[config.mk]
export PLATFORM = sky130hd
export DESIGN_NAME = out_width_converter
export DESIGN_NICKNAME = d
export VERILOG_FILES = /design/src/rtl/out_width_converter_pkg.sv /design/src/rtl/out_width_converter.sv
export SDC_FILE = /design/constraint.sdc
export NUM_CORES = 1
export LEC_CHECK = 0
export CAP_MARGIN = 20
export CORE_MARGIN = 2
export CORE_UTILIZATION = 40
export DETAILED_ROUTE_END_ITERATION = 8
export GPL_TIMING_DRIVEN = 0
export PLACE_DENSITY = 0.78
export SYNTH_ARGS = -nofsm -noshare
export SYNTH_HDL_FRONTEND = slang
export SYNTH_SLANG_ARGS = --single-unit
[constraint.sdc]
create_clock -name clk -period 3.05 [get_ports clk]
set_input_delay 0.61 -clock clk [delete_from_list [all_inputs] [get_ports clk]]
set_output_delay 0.61 -clock clk [all_outputs]
set_load 0.03 [all_outputs]
[src/rtl/out_width_converter_pkg.sv]
// Shared definitions for the wide-to-narrow output width converter:
// FSM state encoding and default beat geometry.
package out_width_converter_pkg;

    localparam int DEF_IN_WIDTH  = 256;
    localparam int DEF_OUT_WIDTH = 64;
    localparam int DEF_LEN_WIDTH = 17;
    localparam int DEF_RATIO     = DEF_IN_WIDTH / DEF_OUT_WIDTH;

    typedef enum logic [1:0] {
        IDLE = 2'd0,
        LOAD = 2'd1,
        SEND = 2'd2,
        DONE = 2'd3
    } state_t;

endpackage

[src/rtl/out_width_converter.sv]
// Splits each IN_WIDTH beat of a fixed-length frame into RATIO OUT_WIDTH beats,
// lowest lane first, with a no-bubble reload on the final lane.
module out_width_converter
    import out_width_converter_pkg::*;
#(
    parameter int IN_WIDTH  = DEF_IN_WIDTH,
    parameter int OUT_WIDTH = DEF_OUT_WIDTH,
    parameter int LEN_WIDTH = DEF_LEN_WIDTH
) (
    input  logic                 clk,
    input  logic                 rst,
    input  logic                 Start,
    input  logic [LEN_WIDTH-1:0] Frame_Len,
    input  logic [IN_WIDTH-1:0]  S_Data,
    input  logic                 S_Valid,
    output logic                 S_Ready,
    output logic [OUT_WIDTH-1:0] M_Data,
    output logic                 M_Valid,
    input  logic                 M_Ready,
    output logic                 M_Last,
    output logic                 Busy,
    output logic                 Done
);

    localparam int RATIO  = IN_WIDTH / OUT_WIDTH;
    localparam int LANE_W = (RATIO > 1) ? $clog2(RATIO) : 1;
    localparam logic [LANE_W-1:0] LAST_LANE = LANE_W'(RATIO - 1);

    state_t               state;
    logic [LEN_WIDTH-1:0] frame_len;
    logic [LEN_WIDTH-1:0] beat_cnt;
    logic [LANE_W-1:0]    lane;
    logic [IN_WIDTH-1:0]  holding;

    logic last_lane;
    logic last_beat;
    logic m_fire;
    logic s_fire;

    // frame_len is never 0 while in SEND, so the subtraction cannot underflow there
    assign last_lane = (lane == LAST_LANE);
    assign last_beat = (beat_cnt == frame_len - 1'b1);

    assign M_Valid = (state == SEND);
    assign M_Last  = M_Valid && last_lane && last_beat;
    assign S_Ready = (state == LOAD) || (M_Valid && last_lane && M_Ready && !last_beat);
    assign Busy    = (state != IDLE);
    assign Done    = (state == DONE);

    assign m_fire = M_Valid && M_Ready;
    assign s_fire = S_Valid && S_Ready;

    always_comb begin
        M_Data = '0;
        for (int i = 0; i < RATIO; i++) begin
            if (lane == LANE_W'(i)) begin
                M_Data = holding[i*OUT_WIDTH +: OUT_WIDTH];
            end
        end
    end

    always_ff @(posedge clk or negedge rst) begin
        if (!rst) begin
            state     <= IDLE;
            frame_len <= '0;
            beat_cnt  <= '0;
            lane      <= '0;
            holding   <= '0;
        end else begin
            case (state)
                IDLE: begin
                    if (Start) begin
                        frame_len <= Frame_Len;
                        beat_cnt  <= '0;
                        lane      <= '0;
                        state     <= (Frame_Len == '0) ? DONE : LOAD;
                    end
                end
                LOAD: begin
                    if (s_fire) begin
                        holding <= S_Data;
                        lane    <= '0;
                        state   <= SEND;
                    end
                end
                SEND: begin
                    if (m_fire) begin
                        if (!last_lane) begin
                            lane <= lane + 1'b1;
                        end else begin
                            beat_cnt <= beat_cnt + 1'b1;
                            if (last_beat) begin
                                state <= DONE;
                            end else if (s_fire) begin
                                // next wide beat arrives on the same edge: keep streaming
                                holding <= S_Data;
                                lane    <= '0;
                            end else begin
                                state <= LOAD;
                            end
                        end
                    end
                end
                DONE: begin
                    state <= IDLE;
                end
                default: begin
                    state <= IDLE;
                end
            endcase
        end
    end

endmodule

Word level (Yosys, flattened, before mapping)
Cells that the tools add are included.

Register bits after elaboration: 294. Latch bits: 0. Memory bits (writable): 0. ROM bits: 0. Bits of input ports: 278. Output and inout bits: 69. Logic and storage cells: 69. Memories: 0.

Add/sub/neg operators: 3. $mul: 0. Div/mod/pow operators: 0. Order comparisons: 0. Equality and inequality tests: 14. Shift operators: 0. Multiplexer cells: 27. Bitwise logic cells: 0. Reduce and logical (&&, ||, !) cells: 20.

Operator list (number): 256-bit two-way mux (4); 256-bit one-hot mux with 2 select lines (1); 64-bit two-way mux (4); 17-bit two-way mux (3); 17-bit one-hot mux with 2 select lines (1); 2-bit two-way mux (12); 17-bit by 1-bit adder with 17-bit output, second input constant (1); 17-bit == test (1); 17-bit logical NOT (1); 17-bit by 1-bit subtractor with 17-bit output, second input constant (1); 4-bit AND reduction (3); 2-bit == test, second input constant (4); 2-bit one-hot mux with 4 select lines (1); 1-bit logical AND (6); 2-bit inequality test, second input constant (3); 3-bit inequality test, second input constant (2); 2-bit one-hot mux with 3 select lines (1); 2-bit nonzero test (3); 5-bit AND reduction (1); 2-bit by 1-bit == test with 1-bit output, second input constant (2); 2-bit logical NOT (2); 2-bit by 1-bit inequality test with 1-bit output, second input constant (2); 3-bit nonzero test (1); 2-bit by 1-bit adder with 2-bit output, second input constant (1); other kinds (3) (3).

Logic depth before layout (Yosys ltp)
Depth in word-level cells: 11. Mapped depth: 12.

Worst setup path before layout
Ideal clock, no wire load.

Path kind: reg2out. From: reg frame_len[0]. To: out M_Last. Arrival: 2706 ps. Required time: 2440 ps. Setup slack: -266 ps. Cell stages (with the launch flop): 9. Cells stage by stage: dfrtp_1 or4_1 clkbuf_1 or4b_1 a211o_1 nand3_1 nor3b_1 nand3_1 nor2_1.

Word-level cells in the longest chain between the ends: 3.

Ends and longest elaborated chain: start, declared (line out_width_converter.sv:30) `logic [LEN_WIDTH-1:0] frame_len;`; start signal, assigned (line out_width_converter.sv:73) `frame_len <= Frame_Len;`; 17-bit by 1-bit subtractor with 17-bit output (line out_width_converter.sv:42) `assign last_beat = (beat_cnt == frame_len - 1'b1);`; 17-bit == test (line out_width_converter.sv:42); 1-bit logical AND (line out_width_converter.sv:45) `assign M_Last = M_Valid && last_lane && last_beat;`; end, declared (line out_width_converter.sv:20) `output logic M_Last,`.

Every way passes these cells.

Worst setup path after layout
From: reg frame_len[2]. To: out S_Ready.

Word-level cells in the longest chain between the ends: 5.

Ends and longest elaborated chain: 17-bit by 1-bit subtractor with 17-bit output (line out_width_converter.sv:42); 17-bit == test (line out_width_converter.sv:42); 1-bit logical NOT (line out_width_converter.sv:46) `assign S_Ready = (state == LOAD) || (M_Valid && last_lane && M_Ready && !last_beat);`; 1-bit logical AND (line out_width_converter.sv:46); 1-bit logical OR (line out_width_converter.sv:46); end, declared (line out_width_converter.sv:16) `output logic S_Ready,`.

Every way passes these cells.

==> impl_summary.txt <==
----------------------------------------------------
[Worst setup path]
  Worst setup EP type ... output port
  CP startpoint kind ... flop
  Largest delay share family, worst path ... simple AND/OR/NAND/NOR gates
  Most frequent CP cell ... or4_4
  Critical path's slowest cell ... or4_4
  Critical setup path kind ... reg -> out
  Critical path buffers and inverters ... 1
  Critical Path Max Stage Delay ... 580 ps
  Critical path peak fanout ... 5
  Required time reported for the critical path endpoint ... 2440 ps
  CP arrival ... 3220 ps
  Cell chain of the critical path ... or4_4 -> or4_4 -> a21oi_4 -> a211oi_2 -> or4_4 -> nor3_4 -> o21bai_2 -> buf_6

[Timing]
  Transition time of the tightest slew-check pin ... 626 ps
  Post-route fraction of the period consumed by the critical path ... 1.25
  Total count of hold-check failures in the final report ... 0
  Setup repair after global routing missed its margin ... true
  Fmax achieved ... 0.261 GHz
  Headroom to the max-slew limit ... 0.582
  Total negative setup slack ... -152,500 ps
  Worst hold slack after final layout ... 416 ps
  Min Tclk post-route ... 3830 ps
  Setup violation total in the final timing report ... 261
  Fin worst setup slack ... -777 ps
  Final Max Tran Viols ... 0
  Worst clock skew ... 23.9 ps

[Global route]
  Via count of the first global-routing pass ... 12,600
  Residual overflow from global routing ... 0
  First-pass GRT wire length ... 72,700 um
  Maximum number of pins on one net before global-route repair ... 122
  Gr usage total ... 0.243
  Antenna violations before repair ... 12

[Clock network]
  Max clock buf depth ... 3
  Clock transition at the registers of the reported paths ... 60 ps
  Clock buffers created by TritonCTS ... 34
  Clk sink count ... 294
  Number of levels in the clock H-tree ... 2
  Clock insertion delay at the later pin of the skew report ... 550 ps
  Root buffer selected by CTS ... clkbuf_16
  CTS tree ... built

[Layout]
  Number of nets in the layout ... 2,019
  Multi-input gate area ... 0.00776 mm^2
  Layout area overhead ... 43.3%
  Storage cell area ... 0.00737 mm^2
  Layout cell share with drive strength beyond 1 ... 0.345
  Number of fill cells ... 3,031

[Routing]
  Routed wire length per instance ... 21.5 um
  Iteration-0 DRC Markers ... 640
  Vias post-DR ... 11,900
  Number of antenna-violating nets in the routed design ... 0
  Per-cell via count in the routed design ... 5.21
  Total length of routed wires ... 48,900 um
  Number of remaining DRC errors ... 0
  First-pass DRT Iterations ... 5

[Yosys]
  Syn Std Cell Area ... 0.0152 mm^2
  Number of warning messages in the yosys log ... 0
  Post-Syn Instances ... 1,305
  Number of synthesized flops with an enable pin ... 0
  XOR/XNOR share of the synthesized area ... 0.0185
  Post-synthesis compound-gate area fraction ... 0.0812
  Largest family of logic cells by synthesized area ... multiplexers
  Avg Inst Size Synth ... 11.6 um^2
  Adder-Cell Fraction of Synth Area ... 0.00907
  Number of distinct library cells after synthesis ... 54
  Synthesized netlist net count ... 1,594
  Share of synthesized registers carrying an async set or reset ... 1.00
  Portion of netlist area occupied by mux cells ... 0.266
  Primary FF master, synth ... dfrtp_1
  Post-synthesis register bit count ... 294
  Sequential area share after synthesis ... 0.485
  Simple-gate share of the synthesized area ... 0.104

[Pwr]
  Peak VDD IR ... 952 uV
  Reported leakage power ... 9.58 nW
  Power Density ... 1160 mW/mm^2

[Floorplan]
  Die Span Y ... 199 um
  Floorplan core area ... 0.0375 mm^2
  Initial cell density of the core ... 0.405
  Ports ... 347
  Area enclosed by the die boundary ... 0.0395 mm^2
  Number of standard-cell rows in the floorplan ... 71
  Horizontal die dimension ... 199 um

[Run status]
  Result of the run ... complete, but fails checks
  Violated checks ... negative setup slack

[Placement]
  Final weighted congestion of routability-driven global placement ... 0.915
  Port buffer count ... 346
  Hpwl dp ... 34,100 um
  Pre-CTS setup slack ... -1650 ps

[Hold path]
  Tightest Hold Check Type ... in -> async

[Run]
  # Max-Cap Violations ... 0

----------------------------------------------------
## registers in the layout, summed over array words and instances (netlist names)
signal,cells
beat_cnt,17
state,2
holding,256
frame_len,17
lane,2
## where the power goes
| group | internal [mW] | switching, mW | leakage (nW) | total [mW] |
|---|---|---|---|---|
| Clock | 2.44 | 1.77 | 0.571 | 4.21 |
| Sequential | 5.81 | 1.33 | 3.55 | 7.13 |
| Combinational | 6.87 | 7.00 | 5.46 | 13.9 |
| Total | 15.1 | 10.1 | 9.58 | 25.2 |
## cell usage in the layout, fill, tap and decap left out, types with 5 or more instances in the layout
cell,Yosys,layout
inv_1,11,9
o21ai_1,1,27
clkbuf_16,0,41
buf_4,0,75
mux2_2,18,18
buf_6,27,21
diode_2,0,8
buf_8,0,25
clkinv_2,0,10
clkbuf_1,46,7
nor2_4,0,10
a21oi_2,0,26
o21ai_2,1,5
ha_4,0,5
clkbuf_8,0,9
nand2_1,139,135
clkbuf_2,0,9
nor2_1,153,133
nor2_2,0,10
o21ai_4,0,5
xor2_1,16,16
o21ai_0,72,37
ha_1,11,6
and3_1,6,6
mux2_4,240,240
a21oi_1,131,104
buf_2,1,22
dfrtp_1,294,286
nand4_1,6,6
nand3_1,14,11
xnor2_1,16,15
dfrtp_2,0,8
mux2_1,17,17
clkdlybuf4s50_1,0,279
clkbuf_4,0,14
or4_4,0,5
nor2b_1,8,6
buf_12,0,8
## routing by layer
layer | GRT usage | up-vias | part of all wire
li1 | - | 5381 | -
met1 | 0.297 | 5931 | 0.40
met2 | 0.413 | 422 | 0.49
met3 | 0.0573 | 121 | 0.066
met4 | 0.0981 | 8 | 0.037
met5 | 0 | - | 0.00092
## logic make-up after synthesis
logic type	count (synthesis)
adder cells (fa/ha/maj)	11
buffers and inverters	95
AO/OA/AOI/OAI	230
XOR/XNOR	32
AND/OR/NAND/NOR	365
flip-flops	294
multiplexers	278
## through the flow
step | total power, mW | cells | util | instance area, um^2
finish | 25.2 | 2275 | 0.580 | 21700
global route | 26.6 | 2273 | 0.580 | 21700
CTS | 24.0 | 2251 | 0.561 | 21000
detailed placement | 19.6 | 2165 | 0.519 | 19500
global placement | 19.3 | 2162 | 0.517 | 19400
floorplan | 15.3 | 1305 | - | 15300
## cells in the mapped netlist, drive strengths merged (8+ instances only)
| library cell | instances | share of area |
|---|---|---|
| nand2 | 139 | 0.034 |
| xor2 | 16 | 0.0092 |
| nor2b | 8 | 0.0033 |
| a21oi | 131 | 0.043 |
| clkbuf | 46 | 0.011 |
| inv | 11 | 0.0027 |
| xnor2 | 16 | 0.0092 |
| nor2 | 153 | 0.038 |
| dfrtp | 294 | 0.49 |
| o21ai | 74 | 0.025 |
| nand3 | 14 | 0.0046 |
| ha | 11 | 0.0091 |
| mux2 | 275 | 0.26 |
| buf | 38 | 0.023 |
## area by class of cell
cell class | count | share of cell area
Multi-Input combinational cell | 916 | 0.357
Sequential cell | 294 | 0.339
Timing Repair Buffer | 396 | 0.181
Clock buffer | 43 | 0.0445
Buffer | 77 | 0.0373
Tap cell | 511 | 0.0294
Clock inverter | 19 | 0.00846
Inverter | 11 | 0.00213
Antenna cell | 8 | 0.000921
## timing repair
action,CTS,global route
gates resized for setup,547,208
pin swaps,13,38
buffers inserted,24,16
hold endpoints to repair,1,0
setup endpoints to repair,329,313
cloned,2,5
hold buffers,1,0
## path summary, 6_finish.rpt
kind	depth (start not counted)	to	slack (ps)	startpoint
worst max-delay path	8	S_Ready	-780	frame_len[2]
worst min-delay path	2	holding[63]	420	rst
worst max register to register	14	holding[38]	-690	frame_len[2]
worst min register to register	1	holding[245]	490	holding[245]
max in group asynchronous	4	holding[152]	1390	rst
min in group clk	1	holding[245]	490	holding[245]
No activity file was read; power rests on OpenSTA's default activity.
